`config.mk`:
```
export PLATFORM = sky130hd
export DESIGN_NAME = ram_dump_tx
export DESIGN_NICKNAME = d
export VERILOG_FILES = /design/src/rtl/ram_dump_tx.sv
export SDC_FILE = /design/constraint.sdc
export NUM_CORES = 1
export LEC_CHECK = 0
export CELL_PAD_IN_SITES_DETAIL_PLACEMENT = 1
export CELL_PAD_IN_SITES_GLOBAL_PLACEMENT = 2
export CORE_ASPECT_RATIO = 0.9
export CORE_MARGIN = 2
export CORE_UTILIZATION = 32
export DETAILED_ROUTE_END_ITERATION = 10
export GPL_ROUTABILITY_DRIVEN = 0
export PLACE_DENSITY_LB_ADDON = 0.12
export SYNTH_ARGS = -nofsm -noshare
export SYNTH_HDL_FRONTEND = slang
export SYNTH_SLANG_ARGS = --single-unit
```
`constraint.sdc`:
```
create_clock -name clk -period 2.7 [get_ports clk]
set_input_delay 0.81 -clock clk [delete_from_list [all_inputs] [get_ports clk]]
set_output_delay 0.81 -clock clk [all_outputs]
set_load 0.02 [all_outputs]
```
`src/rtl/ram_dump_tx.sv`:
```
// rtl/ram_dump_tx.sv - 8N1 serial dump of data-memory words, MSB byte first, LSB bit first
// Optional trailing XOR checksum frame enabled by defining RAM_DUMP_CHECKSUM_EN
module ram_dump_tx #(
    parameter int CLKS_PER_BIT = 868,
    parameter int WORDS        = 64
) (
    input  logic        clk,
    input  logic        rst,
    input  logic        start,
    output logic [5:0]  ram_addr_display,
    input  logic [31:0] ram_display,
    output logic        tx,
    output logic        busy,
    output logic        done
);

    localparam logic [2:0] S_IDLE  = 3'd0;
    localparam logic [2:0] S_FETCH = 3'd1;
    localparam logic [2:0] S_START = 3'd2;
    localparam logic [2:0] S_DATA  = 3'd3;
    localparam logic [2:0] S_STOP  = 3'd4;
    localparam logic [2:0] S_NEXT  = 3'd5;

    localparam int             BW        = (CLKS_PER_BIT > 1) ? $clog2(CLKS_PER_BIT) : 1;
    localparam logic [BW-1:0]  BAUD_LAST = BW'(CLKS_PER_BIT - 1);
    localparam logic [5:0]     WORD_LAST = 6'(WORDS - 1);

    logic [2:0]    state;
    logic [BW-1:0] baud_cnt;
    logic [2:0]    bit_idx;
    logic [1:0]    byte_idx;
    logic [5:0]    word_cnt;
    logic [31:0]   word_reg;
    logic [7:0]    cur_byte;
    logic [7:0]    tx_byte;
    logic          baud_tick;
    logic          in_csum;

    assign baud_tick        = (baud_cnt == BAUD_LAST);
    assign cur_byte         = word_reg[{byte_idx, 3'b000} +: 8];
    assign ram_addr_display = word_cnt;
    assign busy             = (state != S_IDLE);

`ifdef RAM_DUMP_CHECKSUM_EN
    localparam bit CSUM_EN = 1'b1;
    logic [7:0] csum;
    logic       csum_phase;
    assign in_csum = csum_phase;
    assign tx_byte = csum_phase ? csum : cur_byte;
`else
    localparam bit CSUM_EN = 1'b0;
    assign in_csum = 1'b0;
    assign tx_byte = cur_byte;
`endif

    // The finishing NEXT_BYTE cycle is the last word's last byte, or the checksum frame when enabled
    assign done = (state == S_NEXT) && (byte_idx == 2'd0) && (word_cnt == WORD_LAST)
                  && (in_csum == CSUM_EN);

    always_comb begin
        tx = 1'b1;
        case (state)
            S_START: tx = 1'b0;
            S_DATA:  tx = tx_byte[bit_idx];
            default: tx = 1'b1;
        endcase
    end

    always_ff @(posedge clk) begin
        if (!rst) begin
            state    <= S_IDLE;
            baud_cnt <= '0;
            bit_idx  <= 3'd0;
            byte_idx <= 2'd0;
            word_cnt <= 6'd0;
            word_reg <= 32'd0;
`ifdef RAM_DUMP_CHECKSUM_EN
            csum       <= 8'd0;
            csum_phase <= 1'b0;
`endif
        end else begin
            case (state)
                S_IDLE: begin
                    baud_cnt <= '0;
                    if (start) begin
                        word_cnt <= 6'd0;
                        state    <= S_FETCH;
`ifdef RAM_DUMP_CHECKSUM_EN
                        csum       <= 8'd0;
                        csum_phase <= 1'b0;
`endif
                    end
                end
                S_FETCH: begin
                    word_reg <= ram_display;
                    byte_idx <= 2'd3;
                    baud_cnt <= '0;
                    state    <= S_START;
                end
                S_START: begin
                    if (baud_tick) begin
                        baud_cnt <= '0;
                        bit_idx  <= 3'd0;
                        state    <= S_DATA;
                    end else begin
                        baud_cnt <= baud_cnt + 1'b1;
                    end
                end
                S_DATA: begin
                    if (baud_tick) begin
                        baud_cnt <= '0;
                        if (bit_idx == 3'd7) begin
                            state <= S_STOP;
                        end else begin
                            bit_idx <= bit_idx + 3'd1;
                        end
                    end else begin
                        baud_cnt <= baud_cnt + 1'b1;
                    end
                end
                S_STOP: begin
                    if (baud_tick) begin
                        baud_cnt <= '0;
                        state    <= S_NEXT;
                    end else begin
                        baud_cnt <= baud_cnt + 1'b1;
                    end
                end
                S_NEXT: begin
                    baud_cnt <= '0;
`ifdef RAM_DUMP_CHECKSUM_EN
                    if (!csum_phase) begin
                        csum <= csum ^ cur_byte;
                    end
`endif
                    if (!in_csum && byte_idx != 2'd0) begin
                        byte_idx <= byte_idx - 2'd1;
                        state    <= S_START;
                    end else if (!in_csum && word_cnt != WORD_LAST) begin
                        word_cnt <= word_cnt + 6'd1;
                        state    <= S_FETCH;
`ifdef RAM_DUMP_CHECKSUM_EN
                    end else if (!in_csum) begin
                        csum_phase <= 1'b1;
                        state      <= S_START;
`endif
                    end else begin
                        state <= S_IDLE;
                    end
                end
                default: state <= S_IDLE;
            endcase
        end
    end

endmodule

```
==> results by group, run 1 <==
Timing
  • # setup viols final: 1
  • Relative slew slack: 0.605
  • Highest clock rate: 363 MHz
  • Clock skew: 4.97 ps
  • Minimum clock period: between 2000 and 3000 ps
  • Period utilization: 1.02
  • RSZ-0062 raised after global routing: true
  • TNS Setup: -57.7 ps
  • Slew Limit Fails: 0
  • Final hold viol count: 0
  • Worst-Margin Slew: between 500 and 600 ps
  • Final WS setup: -57.7 ps

Logic synthesis
  • Post-Synth Simple-Gate Area: 0.227
  • Synth cell types: 42
  • Netlist Area Pre-Place: 0.00273 sq mm
  • Syn Area/Cell: 8.75 sq um
  • Sequential share of the synthesized area: 0.410
  • Seq cells post-synth: 56
  • Cell count after synthesis: 312
  • XOR/XNOR Fraction of Synth Area: 0.0449
  • Ys Warns: 0
  • Mux cell area share after synthesis: 0.0742
  • Largest family of logic cells by synthesized area: simple AND/OR/NAND/NOR gates
  • Synth Area in Compound Gates: 0.184
  • Synth Area in Adders: 0.0229
  • Syn Nets: between 300 and 400

Layout
  • Most frequent cells in the layout: nand2_1, dfxtp_1, clkdlybuf4s50_1
  • Final Net Count: 404
  • Commonest non-fill, non-tap cell in the layout: nand2_1
  • Synthesis-to-layout area growth: 27.3%
  • Final Util: 0.425
  • N_diodes: 0
  • Max reg flops: 32
  • Number of fill cells: roughly 970
  • Share of layout cells above drive strength 1: 0.118

Critical path
  • Critical Path Fanout Max: 6
  • Worst Reg-to-Reg Cells: 9
  • Critical Path RT: 1890 ps
  • Slowest-stage cell, CP: mux4_2
  • Critical path launch point type: flip-flop
  • Critical Path Most Common Cell: nand3_1
  • Crit Path Category: flip-flop to output pin
  • Slowest stage delay, CP: between 400 and 500 ps
  • CP Buf/Inv Count: 2
  • Critical Path End Type: output pin
  • CP delay by family, top: multiplexers
  • Critical Path Stages: 7
  • Cells along the critical path: buf_4 > mux4_2 > mux2i_1 > nand3_1 > nand3_1 > o21ai_1 > buf_2
  • Critical Path AT: 1950 ps

Detailed routing
  • DRT Pass-1 Iters: 4
  • DR DRC count: 0
  • ANT nets after route: 0
  • WL per Instance: 13.7 um
  • Drt initial violations: 72
  • Via density: 4.66
  • DR vias: 2239
  • Final Routed Wirelength: 6570 um
  • DR WL met3: 169 um
  • Met2 WL: 2620 um
  • Max layer used: met4
  • Wl on met1: approximately 3700 um

GRT
  • Total gr overflow: 0
  • Global-route wire length before repair: 11000 um
  • Vias in the first global route: around 2200
  • Gr usage total: 0.149
  • Largest net degree at the start of global routing: 33
  • Initial antenna violation count: 0

Power and ir drop
  • Comb pwr share: 0.250
  • Int Pwr: 1.34 mW
  • Clk pwr share: 0.253
  • Max VDD drop: 260 uV
  • Cell Pwr Density: 560 mW/mm^2
  • Register share of total power: 0.497
  • Sw frac: 0.313
  • Cell leakage power: 1.25 nW
  • P_sw: approximately 0.61 mW

Placement
  • HPWL reported at the end of detailed placement: 4920 um
  • # port buffers: 43

Status
  • Failing checks: setup timing
  • Status: finished, violations left

Die
  • Row count: 31
  • Die Y: about 92 um
  • I/O Pins: 44
  • Starting density of the core: 0.334
  • DIE WIDTH: 101 um
  • Die ar.: 0.00929 sq mm
  • Core area: just over 0.008 sq mm

CTS
  • Sink Count: 56
  • Max H-tree Level: 2
  • CTS buffer count: 5
  • Number of post-CTS setup repair buffers: 0
  • Clock transition at path regs: 100 ps
  • Clock Tree Buf Depth: 2
  • Hold Buf Count CTS: 0
  • TritonCTS clock tree: yes
  • Clock Latency Late Sink: 310 ps
  • Clk root buf: clkbuf_8

Worst hold path
  • Hold path depth: 2
  • Hold crit path type: flip-flop to flip-flop

Job
  • Max-cap check violation count: 0
[path summary, 6_finish.rpt]
path / start / end / slack (ps)
max reg2reg: byte_idx[1] / ram_addr_display[5] / 490
min reg2reg: word_reg[11] / word_reg[11] / 470
max: byte_idx[0] / tx / -60
min: word_reg[11] / word_reg[11] / 470
[worst min-delay path: stages, from the launching register on]
cell	delay, ps
dfxtp_1	320
nand2_1	50
a21boi_0	60
[synth_stat cells]
master,instances,share of area
nand2_1,74,0.10
dfxtp_1,56,0.41
a21boi_0,33,0.091
nor2_1,22,0.030
nand3_1,15,0.027
clkbuf_1,11,0.015
mux2i_1,9,0.033
inv_1,8,0.011
xnor2_1,7,0.022
xor2_1,7,0.022
a21oi_1,5,0.0092
buf_2,5,0.0092
ha_1,5,0.023
mux4_2,5,0.041
and3_1,4,0.0092
nor2b_1,4,0.0092
nor3_1,4,0.0073
o21ai_0,4,0.0073
a211oi_1,3,0.0082
nand2b_1,3,0.0069
nand4_1,3,0.0069
a2111oi_4,2,0.020
a21boi_1,2,0.0055
a22oi_1,2,0.0055
o211a_1,2,0.0073
a21o_1,1,0.0027
a311o_1,1,0.0037
a311o_2,1,0.0041
a311oi_1,1,0.0032
a31oi_1,1,0.0023
a32oi_1,1,0.0032
and3b_1,1,0.0032
buf_1,1,0.0014
nand2_2,1,0.0023
nand3b_1,1,0.0027
nand4b_4,1,0.0087
nor4_1,1,0.0023
nor4b_4,1,0.0087
o21a_1,1,0.0027
o21ai_1,1,0.0018
o21ai_2,1,0.0032
o221ai_1,1,0.0032
[metrics by stage]
| step | hold WS (ps) | setup WS [ps] | area [sq um] | total power, mW | instances |
|---|---|---|---|---|---|
| global placement | 454 | -258 | 3380 | 1.48 | 472 |
| floorplan | 440 | 232 | 2730 | 1.27 | 312 |
| detailed placement | 461 | -262 | 3380 | 1.48 | 472 |
| finish | 472 | -57.7 | 3480 | 1.95 | 480 |
| global route | 501 | -177 | 3480 | 2.07 | 480 |
| CTS | 476 | -86.0 | 3480 | 1.98 | 480 |
[power groups by stage]
stage	Combinational [mW]	Clock, mW	Sequential [mW]
floorplan	0.317	0	0.955
global placement	0.488	0	0.987
detailed placement	0.497	0	0.987
CTS	0.496	0.514	0.969
global route	0.548	0.545	0.981
finish	0.487	0.493	0.969
[cells by family after synthesis]
family	after synthesis
fa+ha+maj	5
xor+xnor	14
compound gates	63
flops	56
buf+inv	25
mux	14
simple gates	135
[routing by layer]
metal	track usage	vias to the layer above
met5	0	-
met4	0.0372	0
met3	0.0252	4
met2	0.212	29
met1	0.231	1031
li1	-	1175
[area by class of cell]
class                      count  area, sq um  area share
multi-input combinational    231         1510       0.435
sequential                    56         1120       0.324
timing repair buffer          62          567       0.163
tap                          115          144      0.0414
clock buffer                   6         82.6      0.0238
inverter                       8         30.0     0.00864
clock inverter                 2         15.0     0.00432
[what timing repair did]
action | CTS | global route
pin swaps | 0 | 1
endpoints found under the setup margin | 2 | 2
gates resized for setup | 7 | 4
Note: power is estimated with default switching activity, not from simulation.
==> inputs of run 2 (changes only) <==
Settings changed: CTS_CLUSTER_DIAMETER set to 100, PLACE_DENSITY set to 0.88, PLACE_DENSITY_LB_ADDON 0.12 to unset.
==> run 2 against run 1 <==
  * The flow still finishes with violations (setup timing)
  * Critical path depth is the same
  * Final area down 0.22%
  * First-iteration DRC count up 63%
  * Routed wire length rose by 4.0%
  * Final cell count fell by 0.63%
  * Global-route usage grew 0.90 points
  * Sequential cell count unchanged
  * Clock-buffer cell count unchanged
  * Clock power rose by 3%
  * Worst hold slack better by 1.1 ps
  * Largest cell class unchanged
  * Highest routed layer unchanged
==> results by group, run 2 (synthesis results as in run 1) <==
Status
  • Status: finished, violations left
  • Failing checks: setup timing

Timing
  • Period utilization: 1.05 (+0.0250)
  • Relative slew slack: 0.629 (+0.0238)
  • Slew Limit Fails: 0 (unchanged)
  • Clock skew: 13.4 ps (+8.42 ps)
  • Worst-Margin Slew: 551 ps (-35.4 ps)
  • TNS Setup: -125 ps (-67.4 ps)
  • Minimum clock period: 2830 ps (+67.4 ps)
  • Final hold viol count: 0 (unchanged)
  • Highest clock rate: 354 MHz (-2.4%)
  • Final WS setup: -125 ps (-67.4 ps)
  • RSZ-0062 raised after global routing: true
  • # setup viols final: 1 (unchanged)

Job
  • Max-cap check violation count: 0 (unchanged)

Worst hold path
  • Hold_sp: word_reg[27]
  • Hold path depth: 2 (unchanged)
  • Hold crit path type: flip-flop to flip-flop
  • Hold Path End: word_reg[27]

Placement
  • HPWL reported at the end of detailed placement: 5140 um (+4.5%)
  • # port buffers: 43 (unchanged)
  • Pre-CTS setup slack: -278 ps (-16.2 ps)
  • Placed cells: 469 (-0.64%)
  • DP Area: 0.00337 sq mm (-0.30%)

Die
  • Core area: 0.00818 sq mm (unchanged)
  • Die ar.: 0.00929 sq mm (unchanged)
  • Starting density of the core: 0.334 (unchanged)
  • I/O Pins: 44 (unchanged)
  • Row count: 31 (unchanged)
  • Die Y: 91.6 um (unchanged)
  • DIE WIDTH: 101 um (unchanged)

Critical path
  • CP delay by family, top: multiplexers
  • Worst Reg-to-Reg Cells: 8 (-1)
  • Slowest stage delay, CP: 490 ps (about the same)
  • Worst reg2reg startpoint: byte_idx[1]
  • CP Buf/Inv Count: 2 (unchanged)
  • Reg-to-reg slack, setup: 580 ps (+90 ps)
  • Critical Path RT: 1890 ps (about the same)
  • Critical Path End Type: output pin
  • Critical path launch point type: flip-flop
  • Critical Path Fanout Max: 5 (-1)
  • Slowest-stage cell, CP: mux4_2
  • FF-to-FF End: ram_addr_display[5]
  • Crit. Startpoint: byte_idx[0]
  • Crit Path Category: flip-flop to output pin
  • Cells along the critical path: buf_12 > mux4_2 > mux2i_1 > nor2_1 > a311oi_2 > o21ai_1 > buf_2
  • Critical Path AT: 2020 ps (+70 ps)

CTS
  • Max H-tree Level: 2 (unchanged)
  • Clock Tree Buf Depth: 2 (unchanged)
  • Sink Count: 56 (unchanged)
  • Clock Latency Late Sink: 320 ps (about the same)
  • Number of post-CTS setup repair buffers: 0 (unchanged)
  • Clk root buf: clkbuf_8
  • TritonCTS clock tree: yes
  • Hold Buf Count CTS: 0 (unchanged)
  • CTS buffer count: 5 (unchanged)
  • Clock transition at path regs: 110 ps (about the same)

Layout
  • Most frequent cells in the layout: nand2_1, dfxtp_1, clkdlybuf4s50_1
  • Commonest non-fill, non-tap cell in the layout: nand2_1
  • Synthesis-to-layout area growth: 27.0%
  • Final instance area: 0.00347 sq mm (-0.22%)
  • Share of layout cells above drive strength 1: 0.113 (-0.00455)
  • Max reg flops: 32 (unchanged)
  • Area of the multi-input gates: 0.00152 sq mm (+0.41%)
  • Reg area: 0.00112 sq mm (-0.22%)
  • Fin cells: 477 (-0.63%)
  • N_diodes: 0 (unchanged)
  • Final Net Count: 401 (-0.74%)
  • Number of fill cells: 969 (-0.21%)

GRT
  • Largest net degree at the start of global routing: 33 (unchanged)
  • Vias in the first global route: 2329 (+4.7%)
  • Global-route wire length before repair: 11600 um (+4.9%)
  • Total gr overflow: 0 (unchanged)
  • Gr usage total: 0.158 (+0.00895)
  • Initial antenna violation count: 0 (unchanged)

Detailed routing
  • Final Routed Wirelength: 6830 um (+4.0%)
  • Drt initial violations: 117 (+63%)
  • DRT Pass-1 Iters: 4 (unchanged)
  • DR DRC count: 0 (unchanged)
  • WL per Instance: 14.3 um (+4.6%)
  • DR vias: 2290 (+2.3%)
  • ANT nets after route: 0 (unchanged)
  • Via density: 4.80 (+2.9%)

Power and ir drop
  • Total Power: 1.97 mW (+1.2%)
  • Max VDD drop: 225 uV (-13%)
  • Cell Pwr Density: 569 mW/mm^2 (+1.5%)
  • Cell leakage power: 1.24 nW (-0.20%)
==> run 2: cell count changes in the layout (fill, tap and decap cells not counted) <==
cell	previous run	this run
a311oi_2	0	1
dfxtp_4	1	0
buf_4	18	15
dfxtp_2	0	1
clkinvlp_4	2	0
a311oi_1	1	0
inv_6	0	2
buf_6	1	0
buf_12	0	1
==> run 2: how the worst max path moves through the flow <==
stage                     endpoint  cells past startpoint
after floorplan                 tx                      7
final                           tx                      7
after global placement          tx                      7
after CTS                       tx                      7
after global routing            tx                      7
after detailed placement        tx                      7
==> run 2: routing by layer <==
layer | GRT usage | up-vias | share of wire
met4 | 0.0507 | 0 | 0.014
li1 | - | 1166 | -
met5 | 0 | - | 0
met1 | 0.224 | 1078 | 0.51
met2 | 0.242 | 39 | 0.45
met3 | 0.0290 | 7 | 0.033
==> run 2: timing repair <==
item	in CTS	in global routing
setup endpoints to repair	2	2
pin swaps	1	0
resized for setup	8	2
==> run 2: per-stage QoR <==
stage	util	hold WS [ps]
finish	0.424	473
detailed placement	0.412	463
CTS	0.423	478
global placement	0.412	457
global route	0.424	496
floorplan	-	440
==> run 2: final cells by class <==
type	instances	area share
multi-input combinational	231	0.438
sequential	56	0.324
timing repair buffer	59	0.159
tap	115	0.0415
clock buffer	6	0.0238
inverter	8	0.00866
clock inverter	2	0.00505
==> run 2: power by group <==
part           total, mW  switching [mW]  internal (mW)
sequential         0.961          0.0604          0.901
clock              0.509           0.294          0.216
combinational      0.502           0.273          0.228
total               1.97           0.628           1.34
==> run 2: worst min-delay path, delay by kind of cell (launching register included) <==
family	cells	cell delay [ps]
flops	1	330
simple gates	1	50
compound gates	1	60
==> RTL change: new RTL, config.mk and constraints of run 1 <==
Change the localparam `CSUM_EN` from 1'b0 to 1'b1.
--- a/src/rtl/ram_dump_tx.sv
+++ b/src/rtl/ram_dump_tx.sv
@@ -50,3 +50,3 @@
 `else
-    localparam bit CSUM_EN = 1'b0;
+    localparam bit CSUM_EN = 1'b1;
     assign in_csum = 1'b0;
Function: same outputs for any inputs over 10 cycles, from zero or initial values and one cycle with rst low; that may be too few to reach the edited logic, so the function may still have changed.
==> RTL change against run 1 <==
  * The run still ends with negative setup slack left
  * Cell count up 1.7%
  * Worst setup slack better by 0.018 ns
  * Clock power down 3%
  * Routed wire length up 1.4%
  * Sequential cell count unchanged
  * Sequential share of layout area down 0.20 points
  * Utilization up 0.31 points
  * Fmax up 0.65%
  * Cell area up 0.72%
  * Die area about the same
  * Area after synthesis about the same
  * Clock skew up 0.0079 ns
  * Power down 1.5%
  * Combinational power down 1%
==> RTL change: results <==
sta:
  hold_slack_ns: 0.468
  setup_tns_ns: -0.0399
  finalWorstSetupSlack_ns: -0.0399
  setup_viol: 1
setup_path:
  r2r_slack_ns: 0.67
  crit_arrival_ns: 1.93
  r2r_cells: 6
synth:
  synth.avg_cell_area_um2: 8.46
  synth_common_cells: "nand2_1, dfxtp_1, a21boi_0, nor2_1, clkbuf_1"
  synth_area_leaders: "dfxtp_1, nand2_1, a21boi_0"
  yosysSeqAreaShare_pct: 41.0
  synthesis.nets: 363
outcome:
  violations: "negative setup slack"
  outcome: "finished, violations left"
route:
  avgViaCountPerCell: 4.81
  drtIter0Drc: 49
  totalWireLength_mm: 6.66
  dr_wl_met3_um: 246
power:
  peakVddDrop_uv: 236
global_route:
  grt_pass1_vias: 2317
  grt.total_usage_pct: 15.4
  grt_max_degree: 43
  grt_pass1_wl_mm: 11.3
place:
  dp_cells: 479
  placedInstanceArea_um2: 3360
layout:
  fillers: 975
  final_nets: 412
[RTL change: kinds of logic after synthesis]
logic type      synth area share [%]
buf+inv                         3.75
xor+xnor                        4.49
fa+ha+maj                       2.29
compound gates                  17.8
other cells                    0.137
flops                           41.0
mux                             7.78
simple gates                    22.8
[RTL change: what timing repair did]
item                                    CTS  global route
cloned                                    0             0
gates resized for setup                  16             2
setup buffers                             1             0
hold buffers                              0             0
endpoints found under the setup margin    1             1
pin swaps                                 3             1
[RTL change: routing by layer]
metal | track usage [%] | vias up
li1 | - | 1193
met1 | 20.4 | 1110
met2 | 24.9 | 40
met5 | 0 | -
met3 | 4.27 | 4
met4 | 3.15 | 0
[RTL change: metrics by stage]
stage | utilization (%) | setup slack, ns
global route | 42.8 | -0.142
detailed placement | 41.1 | -0.334
floorplan | - | 0.226
CTS | 42.7 | -0.0495
global placement | 41.1 | -0.271
finish | 42.8 | -0.0399
[RTL change: worst paths after layout]
kind / startpoint / to
max: byte_idx[0] / tx
min: word_reg[24] / word_reg[24]
max reg2reg: baud_cnt[0] / baud_cnt[3]
min reg2reg: word_reg[24] / word_reg[24]
[RTL change: power by group through the flow]
stage	Sequential [W]	Combinational (W)	Clock (W)
global route	0.000970	0.000542	0.000536
floorplan	0.000947	0.000301	0
global placement	0.000974	0.000461	0
finish	0.000958	0.000482	0.000479
detailed placement	0.000976	0.000475	0
CTS	0.000959	0.000491	0.000500
[RTL change: cell type report]
cell class / instances / area (µm²) / area share (%)
flip-flops and latches: 56 / 1130 / 32.2
inverters: 7 / 26.3 / 0.751
repair buffers: 60 / 577 / 16.5
clock buffers: 5 / 68.8 / 1.97
multi-input cells: 242 / 1540 / 43.9
well taps: 115 / 144 / 4.11
clock inverters: 3 / 21.3 / 0.608
[RTL change: worst max-delay path: stages, from the launching register on]
cell and delay [ns]:
dfxtp_4 0.41, mux4_2 0.49, mux2i_1 0.14, nor2_1 0.07
a311oi_2 0.23, o21ai_2 0.12, buf_6 0.15
